<file path="src/rtl/dmem_port_arbiter.sv">
// dmem_port_arbiter: shares single-port data memory between the MEM stage (priority) and an external master with starvation bound and burst cap
module dmem_port_arbiter #(
  parameter int ADDR_W       = 32,
  parameter int DATA_W       = 32,
  parameter int STARVE_LIMIT = 4,
  parameter int MAX_BURST    = 8
) (
  input  logic              clk,
  input  logic              rst,
  input  logic              cpu_req,
  input  logic              cpu_we,
  input  logic [ADDR_W-1:0] cpu_addr,
  input  logic [DATA_W-1:0] cpu_wd,
  output logic [DATA_W-1:0] cpu_rd,
  output logic              cpu_stall,
  input  logic              ext_req,
  input  logic              ext_we,
  input  logic [ADDR_W-1:0] ext_addr,
  input  logic [DATA_W-1:0] ext_wd,
  output logic              ext_gnt,
  output logic              ext_rvalid,
  output logic [DATA_W-1:0] ext_rdata,
  output logic              mem_we,
  output logic [ADDR_W-1:0] mem_addr,
  output logic [DATA_W-1:0] mem_wd,
  input  logic [DATA_W-1:0] mem_rd
);
  localparam int WW = $clog2(STARVE_LIMIT + 1);
  localparam int BW = $clog2(MAX_BURST + 1);
  localparam logic [WW-1:0] W_MAX  = WW'(STARVE_LIMIT);
  localparam logic [BW-1:0] B_LAST = BW'(MAX_BURST - 1);
  typedef enum logic {S_CPU, S_EXT} owner_t;
  owner_t owner_q, owner_d;
  logic [WW-1:0] wait_q, wait_d;
  logic [BW-1:0] burst_q, burst_d;
  logic rvalid_q, rvalid_d;
  logic [DATA_W-1:0] rdata_q, rdata_d;
  logic is_ext, go_ext, stay;
  always_comb begin
    is_ext   = owner_q == S_EXT;
    go_ext   = !is_ext && ext_req && (!cpu_req || wait_q == W_MAX);
    stay     = is_ext && ext_req && burst_q < B_LAST;
    owner_d  = (go_ext || stay) ? S_EXT : S_CPU;
    wait_d   = (is_ext || go_ext || !ext_req) ? '0 : (wait_q == W_MAX ? wait_q : wait_q + WW'(1));
    burst_d  = stay ? burst_q + BW'(1) : '0;
    rvalid_d = ext_gnt && ext_req && !ext_we;
    rdata_d  = rvalid_d ? mem_rd : rdata_q;
  end
  always_ff @(posedge clk) begin
    if (rst) begin
      owner_q  <= S_CPU;
      wait_q   <= '0;
      burst_q  <= '0;
      rvalid_q <= 1'b0;
      rdata_q  <= '0;
    end else begin
      owner_q  <= owner_d;
      wait_q   <= wait_d;
      burst_q  <= burst_d;
      rvalid_q <= rvalid_d;
      rdata_q  <= rdata_d;
    end
  end
  // Reset forces every side effect off combinationally, even mid-burst
  assign ext_gnt    = !rst && is_ext;
  assign cpu_stall  = !rst && is_ext && cpu_req;
  assign mem_we     = !rst && (is_ext ? ext_req && ext_we : cpu_req && cpu_we);
  assign mem_addr   = is_ext ? ext_addr : cpu_addr;
  assign mem_wd     = is_ext ? ext_wd : cpu_wd;
  assign cpu_rd     = mem_rd;
  assign ext_rvalid = rvalid_q;
  assign ext_rdata  = rdata_q;
endmodule

</file>
<file path="config.mk">
export PLATFORM = sky130hd
export DESIGN_NAME = dmem_port_arbiter
export DESIGN_NICKNAME = d
export VERILOG_FILES = /design/src/rtl/dmem_port_arbiter.sv
export SDC_FILE = /design/constraint.sdc
export NUM_CORES = 1
export LEC_CHECK = 0
export ABC_AREA = 1
export CAP_MARGIN = 25
export CORE_AREA = 2 2 114 116
export CTS_CLUSTER_DIAMETER = 60
export DETAILED_ROUTE_END_ITERATION = 8
export DIE_AREA = 0 0 116 118
export GPL_TIMING_DRIVEN = 1
export HOLD_SLACK_MARGIN = 0.06
export PLACE_DENSITY_LB_ADDON = 0.3
export SYNTH_ARGS = -nofsm -noshare
export SYNTH_HDL_FRONTEND = slang
export SYNTH_SLANG_ARGS = --single-unit
</file>
<file path="constraint.sdc">
create_clock -name clk -period 2.6 [get_ports clk]
set_input_delay 0.52 -clock clk [delete_from_list [all_inputs] [get_ports clk]]
set_output_delay 0.52 -clock clk [all_outputs]
set_load 0.05 [all_outputs]
</file>
# Yosys cells after proc, flatten, opt, wreduce, memory -nomap -nowiden
# Index checks and enable logic that the tools add are counted.
totals:
  word_cells: 36
  output_inout_bits: 132
  reg_bits: 41
  input_bits: 166
classes:
  mux: 4
  n_bitwise: 1
  order_cmp: 1
  n_eq_ne: 1
  n_addsub: 2
  n_reduce_logical: 22
ops:
  columns: ["operator", "n"]
  rows:
  - ["two-way mux 32 bit", 2]
  - ["logical AND 1 bit", 11]
  - ["logical NOT 1 bit", 5]
  - ["adder 4 x 1 -> 4 bit, second input constant", 1]
  - ["logical OR 1 bit", 4]
  - ["less-than comparator 4 x 3 -> 1 bit, second input constant", 1]
  - ["OR reduction 2 bit", 2]
  - ["adder 3 x 1 -> 3 bit, second input constant", 1]
  - ["== test 3 bit, second input constant", 1]
  - ["two-way mux 1 bit", 2]
  - ["inverter 1 bit", 1]

# Logic depth before layout (Yosys ltp)
# Gate-level depths: netlist of the first run.
depth:
  depth_word: 6
  depth_mapped: 7
  ltp_nobuf: 7

# Worst setup path before layout of the first run
# Ideal clock, no wire load.
synth_timing:
  path_type: "input port to output port"
  start: "input rst"
  end: "output cpu_stall"
  arrival_ps: 1911
  path_slack_ps: 169
  n_path_buf: 2
  required_time_ps: 2080
  cell_stages: 3
  cell_sequence: "buf_6 buf_2 nor3_1"
synth_between:
  elab_chain_cells: 3
synth_rtl:
  columns: ["item", "line", "text"]
  rows:
  - ["start: declaration", "9", "input logic rst,"]
  - ["logical NOT 1 bit", "66", "assign cpu_stall = !rst && is_ext && cpu_req;"]
  - ["logical AND 1 bit (2 in series)", "66", null]
  - ["end: declaration", "15", "output logic cpu_stall,"]
# No other way between the ends.

# Worst setup path after layout of the first run
layout_timing:
  start: "register owner_q (netlist: is_ext)"
  end: "output mem_we"
layout_between:
  elab_chain_cells: 2
layout_rtl:
  columns: ["item", "line", "text"]
  rows:
  - ["start: declaration", "33", "owner_t owner_q, owner_d;"]
  - ["start signal: assignment", "57", "owner_q <= owner_d;"]
  - ["two-way mux 1 bit", "67", "assign mem_we = !rst && (is_ext ? ext_req && ext_we : cpu_req && cpu_we);"]
  - ["logical AND 1 bit", "67", null]
  - ["end: declaration", "23", "output logic mem_we,"]
# No other way between the ends.

==> flow_metrics.tcl, run 1 <==
set metrics [dict create \
    wirelength_um 13730 \
    die_x_um 116 \
    gp_congestion 0.8832 \
    leakage_nw 3.012 \
    power_density_mw_per_mm2 420.5 \
    cp_slowest_cell "buf_4" \
    drv_slew 0 \
    grt_overflow_total 0 \
    worstSetupStartpointType "flop" \
    avgSynthCellArea_um2 5.681 \
    layout_min_cycle_time_ps 2324 \
    hold_path.class "flop to flop" \
    post_cts_buffers 0 \
    async_flop_share 0 \
    worst_pin_slew_ps 641.3 \
    cts_buffers 5 \
    rsz0062_at_grt "no" \
    ys_warn_count 0 \
    synth_fp_nets 665 \
    cp_common_cell "nand2_1" \
    finalHoldViolCount 0 \
    grt_pass1_wl_um 19760 \
    synth_top_area_share 0.3557 \
    vias_per_cell 4.142 \
    initial_core_util 0.2270 \
    rrSetupSlack_ps 540 \
    drtIter0Drc 172 \
    num-nets-final 915 \
    finClkSkew_ps 6.421 \
    syn-cell-area_mm2 0.002818 \
    yosysMostFrequentCell "nand2_1" \
    synthTopCellsByCount "nand2_1, nor2_1, dfxtp_1, inv_1" \
    crit_fanout 65 \
    drive_gt1_frac 0.1566 \
    grt_pass1_vias 3673 \
    drc 0 \
    relSlewSlack 0.5725 \
    worstPathCellList "buf_4 > nand2_1 > inv_2 > nand2_1 > a21oi_1 > buf_12" \
    die_h_um 118 \
    syn_to_final_growth_pct 127.1 \
    total_power_mw 2.691 \
    ir_drop_uv 333.6 \
    period_share 0.8938 \
    stdcell_count 920 \
    routedWlPerCell_um 14.93 \
    dp_hpwl_um 11090 \
    synthTopCellsByArea "nand2_1, dfxtp_1, buf_4" \
    first_pass_iters 5 \
    required_ps 2080 \
    crit_path_max_incr_delay_ps 510 \
    synth_seq_cells 41 \
    via_count 3811 \
    clk_path_buf_depth 2 \
    fmax_mhz 430.3 \
    setup_violations 0 \
    arrival_ps 1800 \
    holdBufCountCts 0 \
    synth_ff_type "dfxtp_1" \
    io_buffers 297 \
    htreeDepth 2 \
    track_usage 0.1869 \
    yosysSeqAreaShare 0.2913 \
    placed_cells 911 \
    tritoncts "done" \
    ctsResizeCount 0 \
    synth_area_leader_cell "nand2_1" \
    setup-tns-final_ps 0 \
    path_class "flop to output pin" \
    ant_nets 0 \
    die_area_mm2 0.01369 \
    coreArea_mm2 0.01241 \
    design_area_mm2 0.006400 \
    synth_edf_count 0 \
    synthDistinctLibCells 16 \
    place_area_mm2 0.006240 \
    grt_max_degree 66 \
    status "finished clean" \
    crit_buf_inv 3 \
    maxCapViolations 0 \
    antenna_found_initial 0 \
    worstSetupEndpointType "output pin" \
    path_delay_family "buffers and inverters" \
    rows 41 \
    fin_util 0.5155 \
    clk_pin_slew_ps 50 \
    clk_latency_ps 280 \
    io_pins 298 \
    cts_sinks 41 \
    synthCells 496 \
    clockRootBuffer "clkbuf_16" \
]
## area by class of cell
type | instances | area [µm²]
fillers | 1181 | 6015
clock inverters | 1 | 5.005
repair buffers | 302 | 3613
clock buffers | 7 | 152.6
multi-input cells | 354 | 1431
inverters | 42 | 157.7
flip-flops and latches | 41 | 822.0
well taps | 172 | 215.2
diodes | 1 | 2.502
## through the flow
| step | hold slack [ps] | setup WS [ps] |
|---|---|---|
| 2_1_floorplan | 417.3 | 168.9 |
| 3_3_place_gp | 428.5 | 459.6 |
| 3_5_place_dp | 436.0 | 383.4 |
| 4_1_cts | 448.8 | 251.1 |
| 5_1_grt | 460.8 | 169.2 |
| 6_report | 445.7 | 276.2 |
## sequential cells by signal, summed over array words and instances (netlist names)
| register | cells |
|---|---|
| is_ext | 1 |
| burst_q | 4 |
| ext_rvalid | 1 |
| wait_q | 3 |
| ext_rdata | 32 |
## worst paths after layout
check	from	endpoint	depth (start not counted)
setup / recovery	is_ext	mem_we	6
hold / removal	wait_q[0]	wait_q[0]	1
setup reg to reg	is_ext	ext_rdata[21]	7
hold reg to reg	wait_q[0]	wait_q[0]	1
## metal layers
layer  track usage  vias to the layer above  wire (µm)
met4       0.04539                        0        269
met3       0.06179                       15       1393
li1              -                     1940          -
met2        0.3531                      182       7022
met5             0                        -          0
met1        0.1950                     1674       5048
## cells by family (layout without fill, tap and decap cells)
| logic type | Yosys count | after routing | share of synthesized area |
|---|---|---|---|
| DFF | 41 | 41 | 0.2913 |
| buffers and inverters | 101 | 352 | 0.2007 |
| adders and majority gates | 3 | 3 | 0.01332 |
| and+or+nand+nor | 349 | 349 | 0.4898 |
| other | 0 | 1 | 0 |
| AOI/OAI and AO/OA | 1 | 1 | 0.001774 |
| xor gates and xnor gates | 1 | 1 | 0.003109 |
## power breakdown
part | internal, mW | switching [mW]
Sequential | 0.639 | 0.00571
Clock | 0.406 | 0.242
Combinational | 0.653 | 0.745
Total | 1.70 | 0.992
## cell usage in the layout (no fill, tap or decap)
cell	synthesis	layout
clkbuf_16	0	5
diode_2	0	1
buf_12	0	68
inv_2	2	2
nor2_1	43	43
clkinv_2	0	1
buf_4	36	36
clkdlybuf4s50_1	0	198
clkbuf_8	0	2
nand3_1	36	36
dfxtp_2	0	1
inv_1	40	40
a21oi_1	1	1
dfxtp_1	41	40
ha_1	3	3
nand2_1	267	267
nor2_8	1	1
xnor2_1	1	1
nand2_4	1	1
nor3_1	1	1
No activity file was read; power rests on OpenSTA's default activity.
==> inputs of run 2 (changes only) <==
--- a/config.mk
+++ b/config.mk
@@ -6,6 +6,7 @@
 export NUM_CORES = 1
 export LEC_CHECK = 0
 export ABC_AREA = 1
+export ABC_CLOCK_PERIOD_IN_PS = 2600
 export CAP_MARGIN = 25
 export CORE_AREA = 2 2 114 116
 export CTS_CLUSTER_DIAMETER = 60
==> results of run 2 <==
No change in the layout: final DEF, timing and power equal those of run 1.
==> inputs of run 3 (changes only) <==
--- a/config.mk
+++ b/config.mk
@@ -14,6 +14,7 @@
 export DIE_AREA = 0 0 116 118
 export GPL_TIMING_DRIVEN = 1
 export HOLD_SLACK_MARGIN = 0.06
+export MAX_ROUTING_LAYER = met4
 export PLACE_DENSITY_LB_ADDON = 0.3
 export SYNTH_ARGS = -nofsm -noshare
 export SYNTH_HDL_FRONTEND = slang
==> flow_metrics.tcl, run 3 (synthesis results as in run 1) <==
set metrics [dict create \
    layout_min_cycle_time_ps 2353 \
    vias_per_cell 4.124 \
    fmax_mhz 424.9 \
    cts_buffers 5 \
    drv_slew 0 \
    syn_to_final_growth_pct 127.1 \
    rows 41 \
    worstSetupStartpointType "flop" \
    ir_drop_uv 334.8 \
    pre_cts_slack_ps 383.4 \
    finClkSkew_ps 5.802 \
    place_area_mm2 0.006240 \
    wirelength_um 13750 \
    tritoncts "done" \
    power_density_mw_per_mm2 420.5 \
    rsz0062_at_grt "no" \
    crit_fanout 65 \
    num-nets-final 915 \
    fillCellCount 1181 \
    gp_congestion 0.8979 \
    clockRootBuffer "clkbuf_16" \
    final_common_cell "nand2_1" \
    initial_core_util 0.2270 \
    ctsResizeCount 0 \
    mostFrequentLayoutCells "nand2_1, clkdlybuf4s50_1, buf_12" \
    cts_sinks 41 \
    finalHoldViolCount 0 \
    maxCapViolations 0 \
    via_count 3794 \
    drtIter0Drc 171 \
    grt_pass1_wl_um 19730 \
    coreArea_mm2 0.01241 \
    grt_overflow_total 0 \
    period_share 0.9051 \
    clk_pin_slew_ps 50 \
    die_x_um 116 \
    design_area_mm2 0.006400 \
    routedWlPerCell_um 14.94 \
    arrival_ps 1830 \
    htreeDepth 2 \
    grt_pass1_vias 3667 \
    setup_violations 0 \
    drive_gt1_frac 0.1566 \
    clk_latency_ps 280 \
    multiInputGateArea_mm2 0.001431 \
    ff_latch_area_um2 822.0 \
    largest_register_ffs 32 \
    post_cts_buffers 0 \
    ant_nets 0 \
    track_usage 0.1924 \
    setup-tns-final_ps 0 \
    dp_hpwl_um 11090 \
    clk_path_buf_depth 2 \
    antenna_found_initial 0 \
    postLayoutSetupSlackWorst_ps 246.7 \
    path_class "flop to output pin" \
    die_area_mm2 0.01369 \
    hold_path.class "flop to flop" \
    worstSetupEndpointType "output pin" \
    worst_pin_slew_ps 634.6 \
    total_power_mw 2.691 \
    holdBufCountCts 0 \
    required_ps 2080 \
    status "finished clean" \
    relSlewSlack 0.5769 \
    grt_max_degree 66 \
    drc 0 \
    finalHoldWorstSlack_ps 445.7 \
    leakage_nw 3.012 \
    die_h_um 118 \
    io_pins 298 \
    io_buffers 297 \
    first_pass_iters 4 \
]
==> run 3: cell counts in the layout (fill, tap and decap cells not counted) <==
No cell type changed its count.
==> run 3: worst max-delay path: stages (launching register included) <==
cell and delay, ps:
dfxtp_2 330, buf_4 520, nand2_1 140, inv_2 90
nand2_1 50, a21oi_1 250, buf_12 180
==> run 3: path summary, 6_finish.rpt <==
check	from	end	slack [ps]	depth (start not counted)
max	is_ext	mem_we	250	6
min	wait_q[0]	wait_q[0]	450	1
max reg2reg	is_ext	ext_rdata[21]	530	7
min reg2reg	wait_q[0]	wait_q[0]	450	1
==> run 3: cell type report <==
class | count | share of cell area
repair buffers | 302 | 0.5646
multi-input cells | 354 | 0.2237
flip-flops and latches | 41 | 0.1284
well taps | 172 | 0.03363
inverters | 42 | 0.02463
clock buffers | 7 | 0.02385
clock inverters | 1 | 0.0007820
diodes | 1 | 0.0003910
==> run 3: through the flow <==
step	instances	util
global route	919	0.5153
global placement	911	0.5026
floorplan	496	-
detailed placement	911	0.5026
CTS	919	0.5153
finish	920	0.5155
==> run 3: metal layers <==
layer | global-route usage | share of wire | up-vias
li1 | - | - | 1939
met1 | 0.2009 | 0.38 | 1662
met2 | 0.3523 | 0.51 | 179
met3 | 0.05458 | 0.095 | 14
met4 | 0.04539 | 0.016 | 0
met5 | - | 0 | -
==> run 3: power breakdown <==
group | switching, mW | total (mW) | internal [mW] | leakage, nW
clock network | 0.241 | 0.648 | 0.406 | 0.0799
logic | 0.746 | 1.40 | 0.653 | 2.60
registers | 0.00570 | 0.645 | 0.639 | 0.332
total | 0.993 | 2.69 | 1.70 | 3.01
